### config.mk
export PLATFORM = sky130hd
export DESIGN_NAME = dbg_display_ctrl
export DESIGN_NICKNAME = d
export VERILOG_FILES = /design/src/rtl/dbg_display_pkg.sv /design/src/rtl/dbg_display_ctrl_seg7.sv /design/src/rtl/dbg_display_ctrl.sv
export SDC_FILE = /design/constraint.sdc
export NUM_CORES = 1
export LEC_CHECK = 0
export BUFFER_PORTS_ARGS = -buffer_cell sky130_fd_sc_hd__buf_2
export CAP_MARGIN = 25
export CORE_MARGIN = 2
export CORE_UTILIZATION = 56
export DETAILED_ROUTE_END_ITERATION = 16
export GPL_TIMING_DRIVEN = 0
export PLACE_DENSITY_LB_ADDON = 0.3
export RECOVER_POWER = 50
export SLEW_MARGIN = 0
export SYNTH_ARGS = -nofsm -noshare
export SYNTH_HDL_FRONTEND = slang
export SYNTH_HIERARCHICAL = 1
export SYNTH_SLANG_ARGS = --single-unit
export TNS_END_PERCENT = 100
### constraint.sdc
create_clock -name clk -period 8.9 [get_ports clk]
set_input_delay 1.78 -clock clk [delete_from_list [all_inputs] [get_ports clk]]
set_output_delay 1.78 -clock clk [all_outputs]
set_load 0.05 [all_outputs]
### src/rtl/dbg_display_pkg.sv
// Shared constants for the debug display: digit count, idle digit select,
// and the active-low seven-segment patterns (bit0=a .. bit6=g, bit7=dp).
`timescale 1ns/1ps
package dbg_display_pkg;

    localparam int NDIGITS = 8;
    localparam logic [7:0] SEL_IDLE  = 8'hFE;
    localparam logic [7:0] SEG_BLANK = 8'hFF;
    localparam logic [7:0] SEG_ZERO  = 8'hC0;

    typedef enum logic {
        MODE_MANUAL = 1'b0,
        MODE_AUTO   = 1'b1
    } mode_e;

    function automatic logic [7:0] seg_pattern(input logic [3:0] nib);
        case (nib)
            4'h0: seg_pattern = 8'hC0;
            4'h1: seg_pattern = 8'hF9;
            4'h2: seg_pattern = 8'hA4;
            4'h3: seg_pattern = 8'hB0;
            4'h4: seg_pattern = 8'h99;
            4'h5: seg_pattern = 8'h92;
            4'h6: seg_pattern = 8'h82;
            4'h7: seg_pattern = 8'hF8;
            4'h8: seg_pattern = 8'h80;
            4'h9: seg_pattern = 8'h90;
            4'hA: seg_pattern = 8'h88;
            4'hB: seg_pattern = 8'h83;
            4'hC: seg_pattern = 8'hC6;
            4'hD: seg_pattern = 8'hA1;
            4'hE: seg_pattern = 8'h86;
            4'hF: seg_pattern = 8'h8E;
            default: seg_pattern = SEG_BLANK;
        endcase
    endfunction

endpackage

### src/rtl/dbg_display_ctrl_seg7.sv
// seg7_hex_dec: combinational hex nibble to active-low segment pattern, dp off.
`timescale 1ns/1ps
module seg7_hex_dec
    import dbg_display_pkg::*;
(
    input  logic [3:0] i_nibble,
    output logic [7:0] o_seg
);

    always_comb begin
        o_seg = seg_pattern(i_nibble);
    end

endmodule

### src/rtl/dbg_display_ctrl.sv
// Debug display controller: CPU step-enable divider, manual/auto channel
// select with freeze, and 8-digit multiplexed hex display.
// Optional macro DBG_CH_TAG_EN: digit 7 shows cur_ch instead of data[31:28].
`timescale 1ns/1ps
module dbg_display_ctrl
    import dbg_display_pkg::*;
#(
    parameter int NCH        = 4,
    parameter int STEP_DIV   = 200_000,
    parameter int SCAN_DIV   = 50_000,
    parameter int AUTO_STEPS = 64
) (
    input  logic                    clk,
    input  logic                    rst,
    input  logic [NCH*32-1:0]       ch_data,
    input  logic [$clog2(NCH)-1:0]  sel,
    input  logic                    auto,
    input  logic                    freeze,
    output logic                    cpu_step,
    output logic [$clog2(NCH)-1:0]  cur_ch,
    output logic [7:0]              o_seg,
    output logic [7:0]              o_sel
);

    localparam int CW = $clog2(NCH);
    localparam int SW = $clog2(STEP_DIV);
    localparam int KW = $clog2(SCAN_DIV);
    localparam int RW = $clog2(AUTO_STEPS + 1);
    localparam int DW = $clog2(NDIGITS);

    logic [SW-1:0] r_step_cnt;
    logic          r_step;
    logic [CW-1:0] r_cur_ch;
    logic [RW-1:0] r_rot_cnt;
    mode_e         r_mode;
    logic [31:0]   r_disp;
    logic [KW-1:0] r_scan_cnt;
    logic [DW-1:0] r_digit;
    logic [7:0]    r_seg;
    logic [7:0]    r_sel;

    logic [CW-1:0] w_sel_clamped;
    logic [DW-1:0] w_next_digit;
    logic [3:0]    w_nibble;
    logic [7:0]    w_seg_next;

    assign cpu_step = r_step;
    assign cur_ch   = r_cur_ch;
    assign o_seg    = r_seg;
    assign o_sel    = r_sel;

    always_ff @(posedge clk) begin
        if (rst) begin
            r_step_cnt <= '0;
            r_step     <= 1'b0;
        end else if (r_step_cnt == SW'(STEP_DIV - 1)) begin
            r_step_cnt <= '0;
            r_step     <= 1'b1;
        end else begin
            r_step_cnt <= r_step_cnt + 1'b1;
            r_step     <= 1'b0;
        end
    end

    always_comb begin
        w_sel_clamped = sel;
        if (int'(sel) >= NCH) begin
            w_sel_clamped = CW'(NCH - 1);
        end
    end

    // Freeze gates every channel-path register, so it also wins over a
    // rotation advance landing on the same cycle.
    always_ff @(posedge clk) begin
        if (rst) begin
            r_cur_ch  <= '0;
            r_rot_cnt <= '0;
            r_mode    <= MODE_MANUAL;
            r_disp    <= '0;
        end else if (!freeze) begin
            r_mode <= auto ? MODE_AUTO : MODE_MANUAL;
            r_disp <= ch_data[32*int'(r_cur_ch) +: 32];
            if (!auto) begin
                r_cur_ch  <= w_sel_clamped;
                r_rot_cnt <= '0;
            end else if (r_mode == MODE_MANUAL) begin
                r_rot_cnt <= '0;
            end else if (r_step) begin
                if (r_rot_cnt == RW'(AUTO_STEPS - 1)) begin
                    r_rot_cnt <= '0;
                    r_cur_ch  <= (r_cur_ch == CW'(NCH - 1)) ? '0 : r_cur_ch + 1'b1;
                end else begin
                    r_rot_cnt <= r_rot_cnt + 1'b1;
                end
            end
        end
    end

    assign w_next_digit = r_digit + 1'b1;

    always_comb begin
        w_nibble = r_disp[4*int'(w_next_digit) +: 4];
`ifdef DBG_CH_TAG_EN
        if (w_next_digit == DW'(NDIGITS - 1)) begin
            w_nibble = 4'(r_cur_ch);
        end
`else
`endif
    end

    seg7_hex_dec u_dec (
        .i_nibble (w_nibble),
        .o_seg    (w_seg_next)
    );

    // Segment/select registers load only at slot start, latching the nibble.
    always_ff @(posedge clk) begin
        if (rst) begin
            r_scan_cnt <= '0;
            r_digit    <= '0;
            r_sel      <= SEL_IDLE;
            r_seg      <= SEG_ZERO;
        end else if (r_scan_cnt == KW'(SCAN_DIV - 1)) begin
            r_scan_cnt <= '0;
            r_digit    <= w_next_digit;
            r_sel      <= ~(8'h01 << w_next_digit);
            r_seg      <= w_seg_next;
        end else begin
            r_scan_cnt <= r_scan_cnt + 1'b1;
        end
    end

endmodule

==> impl_results.md <==
- Maximum clock rate: 0.282 GHz
- Unique masters post-synth: 48
- First-pass GRT wire length: 20500 um
- Layout area overhead: 20.0%
- Worst path max stage delay: 520 ps
- Top delay family on crit path: multiplexers
- Via-to-Cell Ratio: 5.69
- Hold Path Origin: r_step_cnt[0]
- Worst VDD drop: 0.0000732 V
- Slew headroom: 0.396
- Overflow after GRT: 0
- Placed cell area: 6130 um^2
- CP Launch Point: r_digit[0]
- DP HPWL: 10200 um
- CTS tree: built
- Pwr dens: 135 nW/um^2
- Final Hold Viols: 0
- Flop pwr share: 0.532
- WL final: 12800 um
- CP Data Arrival Time: 3770 ps
- Register area: 1920 um^2
- Total number of vias: 4503
- Syn Inst Count: 517
- Cts hold-fix bufs: 0
- CP cell instances: clkbuf_1 > inv_1 > ha_1 > buf_4 > mux4_2 > nand2_1 > nand2_1 > inv_1 > ha_1 > inv_1 > mux4_1 > mux2i_1 > nor2_1
- Layout cells sized above 1: 0.307
- RSZ-0062 raised after global routing: no
- Port Buffers: 149
- Status: complete, no violations
- Drt first pass iters: 5
- Post-Route Utilization: 0.688
- # Post-CTS Setup Buffers: 0
- Reg clk slew, reported paths: 90 ps
- Post-synth net total: 667
- Worst Hold Class: register to register
- Met2 wire length: 6710 um
- Fin crit period: 3540 ps
- Switching fraction of total power: 0.249
- Yosys reg bits: 96
- Pin count of the biggest net entering global routing: 15
- Core box area: 9150 um^2
- Setup TNS: 0 ps
- DR WL met3: 659 um
- Total I/O pin count: 153
- Critical path endpoint category: register
- H-tree depth: 3
- Mean Syn Cell Area: 10.2 um^2
- Worst R2R Start: r_digit[0]
- Number of buffers created by CTS: 9
- N_diodes: 0
- Largest area contributor in the netlist: dfxtp_1
- Post_cts resized: 0
- Max-Cap Viols: 0
- Vias in the first global route: 4500
- Initial Util: 0.573
- Mapped Area: 5250 um^2
- Routed WL per cell: 16.1 um
- Slew Limit Fails: 0
- Sequential area share after synthesis: 0.366
- CTS max path bufs: 2
- Synth warn: 6
- Die height: 101 um
- Worst path required time: 9130 ps
- Post-Layout Inst Area: 6300 um^2
- Row cnt: 35
- P_sw: 0.000212 W
- Critical path class: register to register
- Main area contributors after synthesis: dfxtp_1 (37%), mux4_2 (17%), mux2i_1 (9.7%)
- # fillers: 710
- Tot GR Track Use: 0.256
- Final hold slack: 465 ps
- Final setup fails: 0
- Worst Setup Start Kind: register
- Multi-input logic area: 3080 um^2
- Worst path most repeated cell: inv_1
- Final Wtd Congestion: 0.864
- Initial DRC count: 204
- Buffers & Inverters on Critical Path: 5
- Top layer in use: met4
- Commonest non-fill, non-tap cells in the layout: buf_2 (145), dfxtp_1 (96), nor2_1 (90), mux2i_1 (51), mux4_2 (40)
- Number of nets in the layout: 827
- CP max-delay cell: mux4_2
- Combinational share of power: 0.156
- Initial antenna violation count: 0
- Die W: 101 um
- Die area: 10200 um^2
- Clock skew: 9.12 ps
- Power Internal: 0.000639 W
- Drt drc: 0
- Root buffer cell: clkbuf_8
- Clk sinks: 96
- Leakage power: 2.64 nW
- Clock power share: 0.312
- Max FO, Critical Path: 9
- Post-route ant nets: 0
- Later-pin clock latency in the skew report: 360 ps
- Most common cell after layout, fill and taps aside: buf_2
- Metal-1 WL: 5110 um
- Period utilization: 0.398
- Worst-Margin Slew: 894 ps
- Yosys top cell area share: 0.366
## final timing paths
| kind | endpoint | slack, ps | cells past startpoint |
|---|---|---|---|
| setup / recovery | o_seg[3] | 5360 | 13 |
| hold / removal | r_step_cnt[0] | 470 | 1 |
| setup reg to reg | o_seg[3] | 5360 | 13 |
| hold reg to reg | r_step_cnt[0] | 470 | 1 |
## area by class of cell
cell class                      instances  share of cell area
Timing Repair Buffer                  149               0.117
Tap cell                              111              0.0220
Clock inverter                          2             0.00218
Inverter                               17              0.0101
Sequential cell                        96               0.305
Buffer                                 32              0.0276
Clock buffer                           13              0.0268
Multi-Input combinational cell        372               0.489
## logic make-up after synthesis
family / Yosys count / synth area share
AND/OR/NAND/NOR: 195 / 0.175
buffers and inverters: 49 / 0.0470
XOR/XNOR: 34 / 0.0567
flip-flops: 96 / 0.366
adder cells (fa/ha/maj): 16 / 0.0381
multiplexers: 92 / 0.274
AO/OA/AOI/OAI: 34 / 0.0420
other: 1 / 0.000714
## synth_stat cells, drive strengths merged
library cell  instances
a311oi                1
o21ai                 9
dfxtp                96
nand4                 8
or3                   6
nor4                  7
conb                  1
mux2i                51
nand3                14
nor3                 12
a21o                  1
or4                   5
ha                   16
inv                  17
o31ai                 1
xnor2                29
a32o                  1
a22oi                 2
nor4bb                1
mux4                 41
nor4b                 1
a2111oi               1
nand2b               10
nor2                 90
nand4b                4
a21oi                 9
or4bb                 1
and3                  1
nor3b                 2
a211o                 2
xor2                  5
and3b                 1
o211ai                3
a41o                  1
clkbuf               18
nand2                31
o41ai                 1
or2                   1
buf                  14
a31oi                 2
## power groups by stage
stage | combinational (W) | sequential, W | clock [W]
6_report | 0.000133 | 0.000453 | 0.000266
5_1_grt | 0.000144 | 0.000455 | 0.000289
4_1_cts | 0.000134 | 0.000453 | 0.000269
3_5_place_dp | 0.000133 | 0.000463 | 0
3_3_place_gp | 0.000128 | 0.000463 | 0
2_1_floorplan | 0.0000845 | 0.000462 | 0
## metrics by stage
| stage | total power (W) | cells | worst slack (ps) |
|---|---|---|---|
| after floorplan | 0.000546 | 517 | 5850 |
| after global routing | 0.000888 | 792 | 5110 |
| after detailed placement | 0.000596 | 777 | 5370 |
| final | 0.000852 | 792 | 5360 |
| after global placement | 0.000590 | 777 | 5490 |
| after CTS | 0.000855 | 792 | 5350 |
## flip-flops by register name, indices dropped and copies added (netlist names)
register,flops
cpu_step,1
cur_ch,2
o_seg,8
o_sel,8
r_digit,3
r_disp,32
r_mode,1
r_rot_cnt,7
r_scan_cnt,16
r_step_cnt,18
## routing by layer
| layer | vias to the layer above | global-route usage |
|---|---|---|
| met5 | - | 0 |
| met4 | 0 | 0.104 |
| met3 | 29 | 0.0354 |
| met2 | 181 | 0.468 |
| met1 | 2128 | 0.300 |
| li1 | 2165 | - |
No activity file was read; power rests on OpenSTA's default activity.
